<file path="config.mk">
export PLATFORM = sky130hd
export DESIGN_NAME = motor_ticks_poller
export DESIGN_NICKNAME = d
export VERILOG_FILES = /design/src/rtl/motor_ticks_poller.sv
export SDC_FILE = /design/constraint.sdc
export NUM_CORES = 1
export LEC_CHECK = 0
export CORE_UTILIZATION = 45
export DETAILED_ROUTE_END_ITERATION = 10
export PLACE_DENSITY_LB_ADDON = 0.08
export SLEW_MARGIN = 20
export SYNTH_ARGS = -nofsm -noshare
export SYNTH_HDL_FRONTEND = slang
export SYNTH_SLANG_ARGS = --single-unit
export TNS_END_PERCENT = 50
</file>
<file path="constraint.sdc">
create_clock -name clk -period 2.7 [get_ports clk]
set_input_delay 0.675 -clock clk [delete_from_list [all_inputs] [get_ports clk]]
set_output_delay 0.675 -clock clk [all_outputs]
set_load 0.05 [all_outputs]
</file>
<file path="src/rtl/motor_ticks_poller.sv">
// motor_ticks_poller: periodic left/right tick sampler with ready timeouts.
// Define TICKS_DELTA_EN to build the per-period delta outputs.
module motor_ticks_poller #(
  parameter int G_CLK_FREQ_MHZ = 12,
  parameter int G_POLL_US      = 20000,
  parameter int G_TIMEOUT_US   = 5000
) (
  input  logic        clk,
  input  logic        rst,
  input  logic        en_i,
  output logic        get_motor_ticks_left_o,
  output logic        get_motor_ticks_rght_o,
  input  logic        motor_ticks_left_rdy_i,
  input  logic        motor_ticks_rght_rdy_i,
  input  logic [31:0] motor_ticks_left_i,
  input  logic [31:0] motor_ticks_rght_i,
  output logic [31:0] ticks_left_o,
  output logic [31:0] ticks_rght_o,
  output logic [31:0] dticks_left_o,
  output logic [31:0] dticks_rght_o,
  output logic        sample_vld_o,
  output logic        timeout_o,
  output logic        overrun_o
);

  localparam int PER = G_CLK_FREQ_MHZ * G_POLL_US;
  localparam int TOC = G_CLK_FREQ_MHZ * G_TIMEOUT_US;
  localparam int PW  = $clog2(PER + 1);
  localparam int TW  = $clog2(TOC + 1);

  typedef enum logic [2:0] {
    IDLE,
    REQ_L,
    WAIT_L,
    REQ_R,
    WAIT_R,
    UPD
  } state_t;

  state_t        state;
  logic [PW-1:0] pcnt;
  logic [TW-1:0] tcnt;
  logic [31:0]   hold_l;
  logic          tick;
  logic          to_hit;
  logic          take_r;

  assign tick   = (pcnt == PW'(PER - 1));
  // tcnt counts cycles since the get pulse
  assign to_hit = (tcnt >= TW'(TOC - 1));
  assign take_r = (state == WAIT_R) && motor_ticks_rght_rdy_i;

  always_ff @(posedge clk) begin
    if (rst) begin
      state                  <= IDLE;
      pcnt                   <= '0;
      tcnt                   <= '0;
      hold_l                 <= '0;
      get_motor_ticks_left_o <= 1'b0;
      get_motor_ticks_rght_o <= 1'b0;
      ticks_left_o           <= '0;
      ticks_rght_o           <= '0;
      sample_vld_o           <= 1'b0;
      timeout_o              <= 1'b0;
      overrun_o              <= 1'b0;
    end else begin
      pcnt                   <= tick ? '0 : pcnt + PW'(1);
      get_motor_ticks_left_o <= 1'b0;
      get_motor_ticks_rght_o <= 1'b0;
      sample_vld_o           <= 1'b0;
      overrun_o              <= tick && (state != IDLE);
      unique case (state)
        IDLE: begin
          if (tick && en_i) begin
            state                  <= REQ_L;
            get_motor_ticks_left_o <= 1'b1;
          end
        end
        REQ_L: begin
          state <= WAIT_L;
          tcnt  <= TW'(1);
        end
        WAIT_L: begin
          if (motor_ticks_left_rdy_i) begin
            hold_l                 <= motor_ticks_left_i;
            state                  <= REQ_R;
            get_motor_ticks_rght_o <= 1'b1;
          end else if (to_hit) begin
            state     <= IDLE;
            timeout_o <= 1'b1;
          end else begin
            tcnt <= tcnt + TW'(1);
          end
        end
        REQ_R: begin
          state <= WAIT_R;
          tcnt  <= TW'(1);
        end
        WAIT_R: begin
          if (take_r) begin
            ticks_left_o <= hold_l;
            ticks_rght_o <= motor_ticks_rght_i;
            sample_vld_o <= 1'b1;
            timeout_o    <= 1'b0;
            state        <= UPD;
          end else if (to_hit) begin
            state     <= IDLE;
            timeout_o <= 1'b1;
          end else begin
            tcnt <= tcnt + TW'(1);
          end
        end
        UPD: begin
          state <= IDLE;
        end
        default: begin
          state <= IDLE;
        end
      endcase
    end
  end

`ifdef TICKS_DELTA_EN
  logic first;

  // ticks_*_o still hold the previous sample when take_r fires
  always_ff @(posedge clk) begin
    if (rst) begin
      first         <= 1'b1;
      dticks_left_o <= '0;
      dticks_rght_o <= '0;
    end else if (take_r) begin
      first         <= 1'b0;
      dticks_left_o <= first ? '0 : hold_l - ticks_left_o;
      dticks_rght_o <= first ? '0 :
                       motor_ticks_rght_i - ticks_rght_o;
    end
  end
`else
  assign dticks_left_o = '0;
  assign dticks_rght_o = '0;
`endif

endmodule

</file>
==> impl_metrics.yaml, run 1 <==
outcome:
  status: "finished clean"
global_route:
  grt_pass1_vias: 4664
  grt_overflow: 0
  track_usage_pct: 20.8
  antenna_found_initial: 0
  grt_pass1_wl_um: 21400
  grt_max_degree: 74
power_and_ir_drop:
  p_per_area_mw_per_mm2: 616
  power_w: 0.00467
  ir_drop_v: 0.000385
  leakage_nw: 2.61
sta:
  drv_slew: 0
  final.setup.tns_ns: 0
  rsz0062_at_grt: "false"
  skew_ns: 0.00494
  post-route-period-util_pct: 83.7
  relSlewSlack_pct: 62.6
  finalSetupViolCount: 0
  fmax_ghz: 0.443
  hold_viol: 0
  worst_pin_slew_ns: 0.559
  fin_crit_ns: 2.26
clocking:
  cts-root-buf: "clkbuf_16"
  h-tree-depth: 4
  cts_made_buffers: 17
  cts.repair.resized: 0
  clk_path_buf_depth: 2
  cts.clk_slew.worst_paths_ns: 0.06
  ctsHoldBuffers: 0
  cts_setup_buffers: 0
  cts_tree: "yes"
  insertion_delay_ns: 0.41
  cts_sinks: 138
route:
  firstDrtPassIters: 4
  final_antenna_net_count: 0
  wl_per_cell_um: 13.0
  via_per_inst: 4.92
  wl_um: 13200
  drc: 0
  num_vias: 5015
  drtIter0Drc: 231
yosys:
  ys_warn_count: 0
  yosysSeqAreaShare_pct: 47.9
  synth_top_area_cell: "dfxtp_1"
  synth_area_leaders: "dfxtp_1, nand2_1, a21oi_1"
  synth.distinct_cells: 47
  synth_most_common_cell: "nand2_1"
  async_flop_share_pct: 0
  synth_top_area_share_pct: 47.9
  ys_ff_latch: 138
  synth_common_cells: "nand2_1, dfxtp_1, a21oi_1"
  yosys_most_used_dff: "dfxtp_1"
  syn_area_mm2: 0.00577
  synth_enable_flop_cells: 0
  synth_area_per_cell_um2: 8.00
  syn_inst: 721
worst_setup_path:
  max_stage_delay_ns: 0.83
  crit_required_ns: 2.03
  critical_path_class: "reg2out"
  worstPathMaxFanout: 2
  crit_family: "buffers and inverters"
  critical_path.slowest_cell: "clkdlybuf4s50_1"
  arrival_ns: 1.58
  crit_path_end_kind: "primary output"
  crit_buf_inv: 1
  startpoint_type: "flop"
  path_cells: "clkdlybuf4s50_1"
die:
  ios: 202
  core_mm2: 0.0123
  die_w_um: 115
  rows: 40
  die-area_mm2: 0.0133
  die_h_um: 115
  start_util_pct: 47.0
placed_design:
  portBuffers: 137
  gp_congestion: 0.741
  hpwl_um: 8640
final_layout:
  layout.nets: 911
  final_layout_size_suffix_gt1_share_pct: 4.82
  syn2layout_area_growth_pct: 31.4
  diodes: 0
hold_path:
  hp-class: "reg2reg"
run:
  cap_violations: 0
## per-layer routing
metal / vias to the layer above / wire, um / global-route usage, %
li1: 2528 / - / -
met1: 2294 / 5730 / 23.4
met2: 169 / 6170 / 35.4
met3: 24 / 929 / 6.54
met4: 0 / 384 / 10.5
met5: - / 0 / 0
## final timing paths
path                                     start                       endpoint  slack, ns  depth (start not counted)
setup / recovery  ticks_left_o[3]$_SDFFE_PP0P_                ticks_left_o[3]       0.44                          1
hold / removal         hold_l[21]$_SDFFE_PP0P_  ticks_left_o[21]$_SDFFE_PP0P_       0.45                          2
setup reg to reg          tcnt[0]$_SDFFE_PP0P_          tcnt[13]$_SDFFE_PP0P_       0.54                          6
hold reg to reg        hold_l[21]$_SDFFE_PP0P_  ticks_left_o[21]$_SDFFE_PP0P_       0.45                          2
## metrics by stage
step / hold WS, ns / std cells / instance area [um2] / setup WS, ns / utilization [%]
after floorplan: 0.432 / 784 / 6000 / 0.636 / -
after global placement: 0.435 / 989 / 7040 / 0.267 / 57.4
after detailed placement: 0.444 / 989 / 7040 / 0.227 / 57.4
after CTS: 0.453 / 1019 / 7580 / 0.413 / 61.8
after global routing: 0.465 / 1019 / 7580 / 0.384 / 61.8
final: 0.448 / 1019 / 7580 / 0.441 / 61.8
## kinds of logic after synthesis
kind of cell	Yosys count	synth area share, %
XOR/XNOR	16	2.43
adder cells (fa/ha/maj)	2	0.434
flip-flops	138	47.9
AO/OA/AOI/OAI	142	13.9
other	1	0.0650
AND/OR/NAND/NOR	312	23.7
buffers and inverters	110	11.6
## final cells by class
cell class	count	area, um2
multi-input cells	536	2590
flip-flops and latches	138	2760
clock buffers	23	468
fillers	1087	4690
inverters	4	15.0
well taps	168	210
repair buffers	143	1460
clock inverters	7	70.1
## power by group
part	internal [W]	switching, W
combinational	0.000140	0.000334
clock	0.00130	0.000806
sequential	0.00207	0.0000245
## cell usage in the layout (no fill, tap or decap), types with 8 or more instances in the layout
master / synthesis / final
o31ai_1: 11 / 11
nand3_1: 16 / 15
conb_1: 1 / 64
xnor2_1: 9 / 9
a21oi_1: 113 / 113
clkbuf_16: 0 / 17
nand2_1: 209 / 209
dfxtp_1: 138 / 138
nor3_1: 8 / 8
clkdlybuf4s50_1: 0 / 136
nor2_1: 32 / 32
or4_1: 12 / 12
## state kept, by name (all words and copies together), names as in the netlist
signal and flops:
get_motor_ticks_rght_o 1, tcnt 16, timeout_o 1, overrun_o 1, hold_l 32, state 3, ticks_rght_o 32, get_motor_ticks_left_o 1
ticks_left_o 32, sample_vld_o 1, pcnt 18
No activity file was read; power rests on OpenSTA's default activity.
==> inputs of run 2 (changes only) <==
Clock period 2.7 ns to 2.4 ns, I/O delays scaled along.
==> run 2 against run 1 <==
Die area did not move. Sequential share of layout area fell by 0.60 points. Cell count rose by 0.49%. Core utilization rose by 1.0 points. Via count rose by 0.36%.
==> impl_metrics.yaml, run 2 (same netlist as run 1, synthesis figures left out) <==
global_route:
  grt_max_degree: 90
  grt_pass1_wl_um: 20900
  grt_overflow: 0
  track_usage_pct: 20.6
  antenna_found_initial: 0
  grt_pass1_vias: 4518
clocking:
  clk_path_buf_depth: 2
  cts_setup_buffers: 0
  cts-root-buf: "clkbuf_16"
  cts.repair.resized: 0
  cts_made_buffers: 17
  cts_tree: "yes"
  ctsHoldBuffers: 0
  cts_sinks: 138
  insertion_delay_ns: 0.42
  cts.clk_slew.worst_paths_ns: 0.06
  h-tree-depth: 4
power_and_ir_drop:
  ir_drop_v: 0.000513
  p_per_area_mw_per_mm2: 725
  leakage_nw: 2.67
  power_w: 0.00559
route:
  final_antenna_net_count: 0
  via_per_inst: 4.92
  drc: 0
  num_vias: 5033
  drtIter0Drc: 230
  firstDrtPassIters: 4
  wl_um: 13600
  wl_per_cell_um: 13.3
final_layout:
  final_common_cell: "nand2_1"
  fill_cells: 1079
  top_regs: "hold_l (32), ticks_left_o (32), ticks_rght_o (32)"
  multi_input_area_mm2: 0.00259
  seq_area_mm2: 0.00276
  stdcell_area_mm2: 0.00770
  final_layout_size_suffix_gt1_share_pct: 5.37
  syn2layout_area_growth_pct: 33.6
  diodes: 0
  layout.nets: 914
  final_cell_mix: "nand2_1, dfxtp_1, clkdlybuf4s50_1, a21oi_1, conb_1"
sta:
  fin_crit_ns: 2.20
  fmax_ghz: 0.455
  post-route-period-util_pct: 91.7
  skew_ns: 0.00714
  finalSetupViolCount: 0
  drv_slew: 0
  relSlewSlack_pct: 62.4
  worst_pin_slew_ns: 0.564
  final.setup.tns_ns: 0
  hold_viol: 0
  rsz0062_at_grt: "false"
  hold_slack_ns: 0.448
die:
  ios: 202
  die_h_um: 115
  die-area_mm2: 0.0133
  die_w_um: 115
  start_util_pct: 47.0
  rows: 40
  core_mm2: 0.0123
hold_path:
  hp-class: "reg2reg"
  min_from: "hold_l[22]$_SDFFE_PP0P_"
  holdPathStages: 2
  holdPathEnd: "ticks_left_o[22]$_SDFFE_PP0P_"
placed_design:
  gp_congestion: 0.766
  hpwl_um: 8850
  portBuffers: 137
  place_area_mm2: 0.00709
outcome:
  status: "finished clean"
worst_setup_path:
  crit_path_end_kind: "primary output"
  timing.rr.start: "tcnt[0]$_SDFFE_PP0P_"
  reg2reg_slack_ns: 0.23
  path_cells: "clkdlybuf4s50_1"
  worstPathMaxFanout: 2
  max_stage_delay_ns: 0.82
  critical_path_class: "reg2out"
  crit_required_ns: 1.80
  rr_worst_depth: 6
  startpoint_type: "flop"
  critical_path.slowest_cell: "clkdlybuf4s50_1"
  crit_buf_inv: 1
  crit_family: "buffers and inverters"
  arrival_ns: 1.60
  crit-reg2reg-capture: "tcnt[12]$_SDFFE_PP0P_"
run:
  cap_violations: 0
run 2: cell types whose count changed in the layout (fill, tap and decap cells not counted), sizes merged:
cell / previous run / this run
clkinv: 5 / 3
clkbuf: 23 / 26
bufinv: 1 / 3
buf: 7 / 10
clkinvlp: 1 / 0
run 2: power breakdown:
group	internal [W]	total [W]	leakage, nW	switching (W)
combinational	0.000168	0.000551	1.25	0.000382
sequential	0.00232	0.00235	1.11	0.0000278
clock	0.00177	0.00269	0.305	0.000915
total	0.00426	0.00559	2.67	0.00133
run 2: stage by stage:
step	cells	utilization, %	setup slack, ns
floorplan	784	-	0.336
global placement	992	57.8	0.123
detailed placement	992	57.8	0.0698
CTS	1024	62.8	0.191
global route	1024	62.8	0.0889
finish	1024	62.8	0.200
run 2: how the worst max path moves through the flow:
stage,from,endpoint,slack (ns),cells past startpoint
2_1_floorplan,tcnt[0]$_SDFFE_PP0P_,tcnt[12]$_SDFFE_PP0P_,0.34,7
3_3_place_gp,motor_ticks_left_rdy_i,tcnt[3]$_SDFFE_PP0P_,0.12,7
3_5_place_dp,motor_ticks_left_rdy_i,tcnt[12]$_SDFFE_PP0P_,0.07,7
4_1_cts,ticks_left_o[21]$_SDFFE_PP0P_,ticks_left_o[21],0.19,1
5_1_grt,tcnt[0]$_SDFFE_PP0P_,tcnt[12]$_SDFFE_PP0P_,0.09,6
6_report,ticks_left_o[21]$_SDFFE_PP0P_,ticks_left_o[21],0.20,1
run 2: cell type report:
cell class                      instances  area share, %
Timing Repair Buffer                  146           19.6
Sequential cell                       138           35.9
Multi-Input combinational cell        536           33.6
Clock buffer                           26           6.61
Tap cell                              168           2.73
Clock inverter                          6           1.41
Inverter                                4          0.195
run 2: layer usage:
metal / wire length, um / share of wire, % / GRT usage (%)
met1: 5690 / 42 / 22.5
met3: 930 / 6.8 / 6.75
met4: 214 / 1.6 / 8.83
met2: 6770 / 50 / 36.4
met5: 0 / 0 / 0
==> inputs of run 3 (changes only) <==
Settings changed: CTS_CLUSTER_DIAMETER set to 100, PLACE_DENSITY_LB_ADDON 0.08 to 0.1.
==> run 3 against run 2 <==
First-iteration DRC count decreased by 5.7%. Fmax is 0.43% lower. Combinational power up 1%. Core utilization is essentially flat. Register-to-register slack worse by 0.04 ns. Design area about the same. Total power shrank 2.1%. Critical path depth increased by 5.
==> impl_metrics.yaml, run 3 (same netlist as run 1, synthesis figures left out) <==
die:
  start_util_pct: 47.0
  die-area_mm2: 0.0133
  rows: 40
  core_mm2: 0.0123
  die_h_um: 115
  ios: 202
  die_w_um: 115
placed_design:
  pre_cts_ws_ns: 0.0843
  hpwl_um: 8810
  gp_congestion: 0.759
  portBuffers: 137
clocking:
  cts_sinks: 138
  cts_made_buffers: 17
  cts.repair.resized: 0
  ctsHoldBuffers: 0
  h-tree-depth: 4
  cts.clk_slew.worst_paths_ns: 0.06
  insertion_delay_ns: 0.41
  cts_tree: "yes"
  cts_setup_buffers: 0
  cts-root-buf: "clkbuf_16"
  clk_path_buf_depth: 2
sta:
  finalSetupViolCount: 0
  worst_slack_ns: 0.191
  worst_pin_slew_ns: 0.563
  fmax_ghz: 0.453
  fin_crit_ns: 2.21
  relSlewSlack_pct: 62.3
  drv_slew: 0
  rsz0062_at_grt: "false"
  post-route-period-util_pct: 92.1
  final.setup.tns_ns: 0
  hold_viol: 0
  skew_ns: 0.00750
worst_setup_path:
  critical_path_class: "reg2reg"
  critical_path.slowest_cell: "or4_1"
  crit_path_end_kind: "flop"
  crit_required_ns: 2.73
  arrival_ns: 2.54
  startpoint_type: "flop"
  path_cells: "ha_1 -> and4_4 -> o311a_4 -> o21a_4 -> or4_1 -> a21oi_1"
  max_stage_delay_ns: 0.49
  worstPathMaxFanout: 26
route:
  wl_um: 13400
  wl_met1_um: 5800
  top_layer: "met4"
  final_antenna_net_count: 0
  via_per_inst: 4.90
  firstDrtPassIters: 5
  wl_met3_um: 857
  wl_per_cell_um: 13.0
  drc: 0
  wl_met2_um: 6540
  num_vias: 5049
  drtIter0Drc: 217
final_layout:
  seq_area_mm2: 0.00276
  layout.nets: 920
  diodes: 0
  fill_cells: 1076
  final_layout_size_suffix_gt1_share_pct: 6.26
  syn2layout_area_growth_pct: 33.7
  final_cell_mix: "nand2_1, dfxtp_1, clkdlybuf4s50_1, a21oi_1, conb_1"
  multi_input_area_mm2: 0.00259
  final_common_cell: "nand2_1"
  top_regs: "hold_l (32), ticks_left_o (32), ticks_rght_o (32)"
global_route:
  grt_max_degree: 108
  grt_overflow: 0
  antenna_found_initial: 0
  grt_pass1_vias: 4576
  track_usage_pct: 20.6
  grt_pass1_wl_um: 21500
power_and_ir_drop:
  p_per_area_mw_per_mm2: 709
  ir_drop_v: 0.000417
  leakage_nw: 2.67
hold_path:
  hp-class: "in2reg"
outcome:
  status: "finished clean"
run:
  cap_violations: 0
-- run 3: through the flow --
| stage | std cells | total power [W] | hold slack, ns | area (um2) | utilization (%) |
|---|---|---|---|---|---|
| 2_1_floorplan | 784 | 0.00284 | 0.432 | 6000 | - |
| 3_3_place_gp | 998 | 0.00295 | 0.437 | 7120 | 58.1 |
| 3_5_place_dp | 998 | 0.00295 | 0.445 | 7120 | 58.1 |
| 4_1_cts | 1030 | 0.00552 | 0.399 | 7710 | 62.9 |
| 5_1_grt | 1030 | 0.00566 | 0.422 | 7710 | 62.9 |
| 6_report | 1030 | 0.00547 | 0.418 | 7710 | 62.9 |
-- run 3: final timing paths --
check,startpoint,to,slack (ns),cells past startpoint
setup reg to reg,tcnt[0]$_SDFFE_PP0P_,tcnt[9]$_SDFFE_PP0P_,0.19,6
hold / removal,rst,overrun_o$_SDFF_PP0_,0.42,2
setup / recovery,tcnt[0]$_SDFFE_PP0P_,tcnt[9]$_SDFFE_PP0P_,0.19,6
hold reg to reg,hold_l[26]$_SDFFE_PP0P_,ticks_left_o[26]$_SDFFE_PP0P_,0.45,2
-- run 3: critical path, delay by kind of cell, from the launching register on --
| family | cells | cell delay, ns |
|---|---|---|
| compound gates | 3 | 0.80 |
| flops | 1 | 0.35 |
| fa+ha+maj | 1 | 0.27 |
| simple gates | 2 | 0.71 |
-- run 3: area by class of cell --
cell class,count,share of cell area (%)
Sequential cell,138,35.8
Timing Repair Buffer,152,20.0
Tap cell,168,2.73
Multi-Input combinational cell,536,33.6
Inverter,4,0.195
Clock buffer,22,6.15
Clock inverter,10,1.49
-- run 3: where the power goes --
part / switching [W] / total (W) / leakage (nW) / internal [W]
clock: 0.000953 / 0.00256 / 0.283 / 0.00161
sequential: 0.0000226 / 0.00235 / 1.11 / 0.00232
combinational: 0.000385 / 0.000559 / 1.28 / 0.000174
total: 0.00136 / 0.00547 / 2.67 / 0.00411
-- run 3: routing by layer --
layer  up-vias  GRT usage, %
met5         -             0
met4         0          7.10
met3        14          6.38
met2       168          35.6
met1      2324          24.2
li1       2543             -
